File: config.mk
export PLATFORM = sky130hd
export DESIGN_NAME = muldiv_hilo
export DESIGN_NICKNAME = d
export VERILOG_FILES = /design/src/rtl/muldiv_hilo.sv
export SDC_FILE = /design/constraint.sdc
export NUM_CORES = 1
export LEC_CHECK = 0
export CORE_ASPECT_RATIO = 1.75
export CORE_MARGIN = 5
export CORE_UTILIZATION = 50
export DETAILED_ROUTE_END_ITERATION = 10
export PLACE_DENSITY_LB_ADDON = 0.3
export REMOVE_ABC_BUFFERS = 1
export SETUP_SLACK_MARGIN = 0.02
export SLEW_MARGIN = 10
export SYNTH_ARGS = -nofsm -noshare
export SYNTH_HDL_FRONTEND = slang
export SYNTH_SLANG_ARGS = --single-unit
File: constraint.sdc
create_clock -name clk -period 3.85 [get_ports clk]
set_clock_uncertainty 0.05 [all_clocks]
set_input_delay 0.5775 -clock clk [delete_from_list [all_inputs] [get_ports clk]]
set_output_delay 0.5775 -clock clk [all_outputs]
set_load 0.02 [all_outputs]
File: src/rtl/muldiv_hilo.sv
// muldiv_hilo: iterative radix-2 multiply/divide unit with its own HI/LO pair.
// MULT/MULTU/DIV/DIVU take WIDTH+1 busy cycles; MTHI/MTLO complete on the
// accept edge. Signed operations run on magnitudes and fix the sign at the end.
`timescale 1ns/1ps
module muldiv_hilo #(
  parameter int WIDTH = 32
) (
  input  logic             clk,
  input  logic             reset_n,
  input  logic             start,
  input  logic [2:0]       op,
  input  logic [WIDTH-1:0] a,
  input  logic [WIDTH-1:0] b,
  input  logic             flush,
  output logic             busy,
  output logic             done,
  output logic [WIDTH-1:0] hi,
  output logic [WIDTH-1:0] lo
);

  localparam int CW = $clog2(WIDTH);

  localparam logic [1:0] S_IDLE = 2'd0;
  localparam logic [1:0] S_CALC = 2'd1;
  localparam logic [1:0] S_FIX  = 2'd2;

  localparam logic [2:0] OP_MULT  = 3'd0;
  localparam logic [2:0] OP_MULTU = 3'd1;
  localparam logic [2:0] OP_DIV   = 3'd2;
  localparam logic [2:0] OP_DIVU  = 3'd3;
  localparam logic [2:0] OP_MTHI  = 3'd4;
  localparam logic [2:0] OP_MTLO  = 3'd5;

  logic [1:0]         state_q, state_d;
  logic [CW-1:0]      cnt_q, cnt_d;
  // Multiply: {partial product, remaining multiplier bits}.
  // Divide:   {partial remainder, dividend bits shifting out / quotient in}.
  logic [2*WIDTH-1:0] acc_q, acc_d;
  logic [WIDTH-1:0]   opb_q, opb_d;     // multiplicand or divisor magnitude
  logic               is_div_q, is_div_d;
  logic               neg_q, neg_d;     // product / quotient must be negated
  logic               rneg_q, rneg_d;   // remainder must be negated
  logic               div0_q, div0_d;
  logic [WIDTH-1:0]   hi_q, hi_d;
  logic [WIDTH-1:0]   lo_q, lo_d;
  logic               done_q, done_d;

  logic               signed_op;
  logic               a_neg, b_neg;
  logic [WIDTH-1:0]   a_mag, b_mag;
  logic [WIDTH:0]     mul_sum;
  logic [WIDTH+1:0]   div_trial;
  logic [2*WIDTH-1:0] prod_neg;
  logic [WIDTH-1:0]   quo_neg, rem_neg;

  assign signed_op = (op == OP_MULT) || (op == OP_DIV);
  assign a_neg     = signed_op & a[WIDTH-1];
  assign b_neg     = signed_op & b[WIDTH-1];
  assign a_mag     = a_neg ? (~a + WIDTH'(1)) : a;
  assign b_mag     = b_neg ? (~b + WIDTH'(1)) : b;

  // One shift-add step: add multiplicand when the current multiplier LSB is set.
  assign mul_sum   = {1'b0, acc_q[2*WIDTH-1:WIDTH]} + (acc_q[0] ? {1'b0, opb_q} : {(WIDTH+1){1'b0}});
  // One restoring step: trial-subtract divisor from {remainder, next dividend bit};
  // the extra top bit is the borrow so a divisor of zero never looks like a borrow.
  assign div_trial = {1'b0, acc_q[2*WIDTH-1:WIDTH-1]} - {2'b00, opb_q};

  assign prod_neg  = ~acc_q + (2*WIDTH)'(1);
  assign quo_neg   = ~acc_q[WIDTH-1:0] + WIDTH'(1);
  assign rem_neg   = ~acc_q[2*WIDTH-1:WIDTH] + WIDTH'(1);

  // Next-state logic: accept, iterate, sign-fix and write back, with flush abort.
  always_comb begin
    state_d  = state_q;
    cnt_d    = cnt_q;
    acc_d    = acc_q;
    opb_d    = opb_q;
    is_div_d = is_div_q;
    neg_d    = neg_q;
    rneg_d   = rneg_q;
    div0_d   = div0_q;
    hi_d     = hi_q;
    lo_d     = lo_q;
    done_d   = 1'b0;
    case (state_q)
      S_IDLE: begin
        if (start && !flush) begin
          case (op)
            OP_MULT, OP_MULTU, OP_DIV, OP_DIVU: begin
              state_d  = S_CALC;
              cnt_d    = CW'(WIDTH-1);
              is_div_d = op[1];
              neg_d    = a_neg ^ b_neg;
              rneg_d   = a_neg;
              div0_d   = (b == '0);
              if (op[1]) begin
                acc_d = {{WIDTH{1'b0}}, a_mag};
                opb_d = b_mag;
              end else begin
                acc_d = {{WIDTH{1'b0}}, b_mag};
                opb_d = a_mag;
              end
            end
            OP_MTHI: hi_d = a;
            OP_MTLO: lo_d = a;
            default: ;
          endcase
        end
      end
      S_CALC: begin
        if (flush) begin
          state_d = S_IDLE;
        end else begin
          if (is_div_q) begin
            if (!div_trial[WIDTH+1]) begin
              acc_d = {div_trial[WIDTH-1:0], acc_q[WIDTH-2:0], 1'b1};
            end else begin
              acc_d = {acc_q[2*WIDTH-2:0], 1'b0};
            end
          end else begin
            acc_d = {mul_sum, acc_q[WIDTH-1:1]};
          end
          cnt_d = cnt_q - CW'(1);
          if (cnt_q == '0) begin
            state_d = S_FIX;
          end
        end
      end
      S_FIX: begin
        state_d = S_IDLE;
        if (!flush) begin
          done_d = 1'b1;
          if (is_div_q) begin
            // Dividing by zero leaves |a| as remainder, so the remainder sign
            // fix restores the original dividend; only LO needs overriding.
            lo_d = div0_q ? '1 : (neg_q ? quo_neg : acc_q[WIDTH-1:0]);
            hi_d = rneg_q ? rem_neg : acc_q[2*WIDTH-1:WIDTH];
          end else begin
            {hi_d, lo_d} = neg_q ? prod_neg : acc_q;
          end
        end
      end
      default: state_d = S_IDLE;
    endcase
  end

  // State and datapath registers with asynchronous active-low reset.
  always_ff @(posedge clk or negedge reset_n) begin
    if (!reset_n) begin
      state_q  <= S_IDLE;
      cnt_q    <= '0;
      acc_q    <= '0;
      opb_q    <= '0;
      is_div_q <= 1'b0;
      neg_q    <= 1'b0;
      rneg_q   <= 1'b0;
      div0_q   <= 1'b0;
      hi_q     <= '0;
      lo_q     <= '0;
      done_q   <= 1'b0;
    end else begin
      state_q  <= state_d;
      cnt_q    <= cnt_d;
      acc_q    <= acc_d;
      opb_q    <= opb_d;
      is_div_q <= is_div_d;
      neg_q    <= neg_d;
      rneg_q   <= rneg_d;
      div0_q   <= div0_d;
      hi_q     <= hi_d;
      lo_q     <= lo_d;
      done_q   <= done_d;
    end
  end

  assign busy = (state_q != S_IDLE);
  assign done = done_q;
  assign hi   = hi_q;
  assign lo   = lo_q;

endmodule

==> summary.log, run 1 <==
qor: critical_path.worst-path-buf-inv 0
qor: cells_and_area.layout.cells.most_common_list sky130_fd_sc_hd__nand2_1 (209), sky130_fd_sc_hd__nor2_1 (200), sky130_fd_sc_hd__o21ai_0 (195), sky130_fd_sc_hd__dfrtp_1 (171), sky130_fd_sc_hd__a21oi_1 (170)
qor: routing.detail_route.vias_per_cell 6.30
qor: critical_path.critPathMaxFanout 6
qor: cts.cts.clk_slew.worst_paths 0.07 ns
qor: grt.grt.total_usage 32.8%
qor: routing.detail_route_antenna_nets 0
qor: die.die-height 239 µm
qor: routing.avgRoutedWirePerCell 22.6 µm
qor: timing.fmax 0.284 GHz
qor: status.status finished clean
qor: cells_and_area.postLayoutCoreUtil 59.5%
qor: critical_path.startpoint acc_q[18]$_DFFE_PN0P_
qor: synth.synth_flop_cell sky130_fd_sc_hd__dfrtp_1
qor: critical_path.r2r_cells 9
qor: synth.ys_seq_elements 172
qor: cells_and_area.design.final.nets 2213
qor: cts.clock_insertion_delay_worst_skew 0.46 ns
qor: critical_path.timing.critical_path.to_type flop
qor: grt.grt_overflow_total 0
qor: timing.layout_min_cycle_time 3.52 ns
qor: critical_path.regToRegStartpoint acc_q[18]$_DFFE_PN0P_
qor: pwr.leakage_power 7.61 nW
qor: critical_path.cp_slowest_stage_delay 0.56 ns
qor: timing.worstMarginPinSlew 1.04 ns
qor: worst_hold_path.whs_endpoint lo[26]$_DFFE_PN0P_
qor: place.number_of_buffer_cells_added_on_primary_ports 136
qor: job.cap_viol_max_count 0
qor: place.final_hpwl_dp 42700 µm
qor: critical_path.timing.critical_path.from_type flop
qor: cells_and_area.postLayoutCellArea 17700 µm²
qor: routing.detail_route.iter0.violations 1491
qor: synth.synth-seq-area-share 28.7%
qor: timing.finalHoldViolations 0
qor: die.chipWidth 141 µm
qor: cts.numClockSinks 172
qor: synth.yosysTopAreaCell sky130_fd_sc_hd__dfrtp_1
qor: synth.post-synth-top-area-fraction 28.7%
qor: pwr.worst_supply_voltage_drop_on_vdd 0.476 mV
qor: critical_path.path_delay_family simple AND/OR/NAND/NOR gates
qor: synth.synth_area_per_cell 7.76 µm²
qor: cts.cts_inserted_buffers 17
qor: grt.grt_pass1_vias 15600
qor: timing.setup_repair_after_global_routing_missed_its_margin no
qor: die.design.die.area 33700 µm²
qor: die.io-pin-count 137
qor: cells_and_area.mostFrequentLayoutCell sky130_fd_sc_hd__nand2_1
qor: place.dpl-instance-area 17100 µm²
qor: pwr.p_per_area 685 nW/µm²
qor: synth.async_reset_ff_share 100%
qor: die.floorplan.initialDensity 50.2%
qor: routing.remaining_drc_errors 0
qor: cts.cts_tree yes
qor: timing.setup_viol_count_final 0
qor: critical_path.crit_top_cell sky130_fd_sc_hd__o21ai_0
qor: grt.grt_antenna_before_repair 0
qor: critical_path.rr_endpoint hi[10]$_DFFE_PN0P_
qor: cells_and_area.flow.area_growth_from_synthesis 18.4%
qor: worst_hold_path.min_path_cells 2
qor: timing.layout_worst_path_cycle_share 91.5%
qor: cts.cts_max_level 4
qor: synth.number_of_synthesized_flops_with_an_enable_pin 0
qor: critical_path.critical_path_class reg -> reg
qor: cts.post_cts_buffers 0
qor: synth.synth.area.top_cells sky130_fd_sc_hd__dfrtp_1 (29%), sky130_fd_sc_hd__o21ai_0 (6.5%), sky130_fd_sc_hd__xnor2_1 (6.5%)
qor: critical_path.cp_data_arrival_time 3.84 ns
qor: routing.detail_route.first_pass.iterations 6
qor: critical_path.rrSetupSlack 0.33 ns
qor: cts.cts-hold-fix-buffers 1
qor: routing.vias 15600
qor: cts.clockBufferDepth 2
qor: cts.clock-root-buffer sky130_fd_sc_hd__clkbuf_16
qor: worst_hold_path.worst_hold_startpoint lo[26]$_DFFE_PN0P_
qor: grt.grt_first_pass_wirelength 86600 µm
qor: synth.synth.lib_cells_used.distinct 84
qor: cells_and_area.drive_above_1_share 8.21%
qor: cells_and_area.diodes 0
qor: timing.timing.max_slew.rel_slack 30.7%
qor: die.placement_rows 84
qor: pwr.fin_total_pwr 12.2 mW
qor: die.placeableCoreArea 29800 µm²
qor: place.globalplace.congestion 0.982
qor: critical_path.timing.critical_path.slowest_stage_cell sky130_fd_sc_hd__or4_4
qor: worst_hold_path.hold_path_class reg -> reg
qor: routing.wl 55800 µm
qor: cts.post_cts_resized 0
qor: synth.synthCells 1933
qor: synth.netlist_area 15000 µm²
qor: grt.grt_max_degree 70
qor: timing.timing_max_transition_violations_final 0
qor: critical_path.cp_cell_sequence or4_4 > or3_4 > or4b_4 > or4_4 > o21ai_0 > o21ai_0 > xor2_1 > mux2i_1 > o21ai_0
qor: synth.synthesis.yosys.warnings 0
qor: critical_path.timing.critical_path.required 4.17 ns
worst reg2reg max path, stage by stage, from the launching register on:
cell                      delay [ns]
sky130_fd_sc_hd__dfrtp_1        0.44
sky130_fd_sc_hd__or4_4          0.56
sky130_fd_sc_hd__or3_4          0.38
sky130_fd_sc_hd__or4b_4         0.51
sky130_fd_sc_hd__or4_4          0.54
sky130_fd_sc_hd__o21ai_0        0.27
sky130_fd_sc_hd__o21ai_0        0.18
sky130_fd_sc_hd__xor2_1         0.23
sky130_fd_sc_hd__mux2i_1        0.09
sky130_fd_sc_hd__o21ai_0        0.20
cells by family after synthesis:
logic type / count (synthesis) / share of synthesized area (%)
AO/OA/AOI/OAI: 615 / 24.9
XOR/XNOR: 173 / 10.1
adder cells (fa/ha/maj): 72 / 6.11
buffers and inverters: 191 / 5.27
flip-flops: 172 / 28.7
multiplexers: 86 / 5.81
AND/OR/NAND/NOR: 624 / 19.1
synth_stat cells, drive strengths merged, types with 14 or more instances:
library cell and count:
a21o 25, a21oi 170, a31oi 23, buf 16, clkbuf 99, dfrtp 172, ha 70, inv 74
mux2i 78, nand2 210, nand2b 19, nand3 29, nor2 201, nor3 56, o211ai 14, o21ai 207
o22ai 34, o31ai 32, or3 20, xnor2 111, xor2 62
how the worst max path moves through the flow:
stage               cells after the start  slack, ns               endpoint
finish                                  9       0.33     hi[10]$_DFFE_PN0P_
global route                            9       0.16     hi[10]$_DFFE_PN0P_
CTS                                     9       0.32     hi[10]$_DFFE_PN0P_
detailed placement                      9       0.22  acc_q[31]$_DFFE_PN0P_
global placement                        9       0.28  acc_q[31]$_DFFE_PN0P_
floorplan                               4      -1.67      lo[1]$_DFFE_PN0P_
state kept, by name (all words and copies together), names as in the netlist:
signal / flops
cnt_q: 5
div0_q: 1
is_div_q: 1
neg_q: 1
hi: 32
acc_q: 64
done: 1
state_q: 2
lo: 32
rneg_q: 1
opb_q: 32
final cells by class:
type	instances	area, µm²
clock buffer	19	453
clock inverter	13	143
fill	2810	12100
inverter	74	278
multi-input combinational	1570	9930
sequential	172	4310
tap	387	484
timing repair buffer	235	2150
power by group:
| group | switching (mW) | internal [mW] | leakage, nW |
|---|---|---|---|
| clock | 0.810 | 0.992 | 0.278 |
| combinational | 4.29 | 3.08 | 5.20 |
| sequential | 0.680 | 2.31 | 2.14 |
per-stage QoR:
stage | hold slack (ns) | worst slack [ns] | cells | TNS [ns]
3_5_place_dp | 0.421 | 0.224 | 2437 | 0
6_report | 0.432 | 0.327 | 2470 | 0
3_3_place_gp | 0.413 | 0.282 | 2437 | 0
4_1_cts | 0.437 | 0.320 | 2470 | 0
2_1_floorplan | 0.232 | -1.67 | 1816 | -52.80
5_1_grt | 0.444 | 0.158 | 2470 | 0
per-layer routing:
metal | up-vias | track usage [%] | wire length (µm)
met5 | - | 0 | 0
met4 | 0 | 17.6 | 2960
met3 | 170 | 3.70 | 2940
met2 | 691 | 58.6 | 28800
met1 | 7506 | 38.2 | 21100
li1 | 7200 | - | -
No activity file was read; power rests on OpenSTA's default activity.
==> run 2, diff against run 1 <==
- CAP_MARGIN: not set -> 25
- HOLD_SLACK_MARGIN: not set -> 0.06
==> results of run 2 <==
Final layout, timing and power as in run 1 (identical DEF).
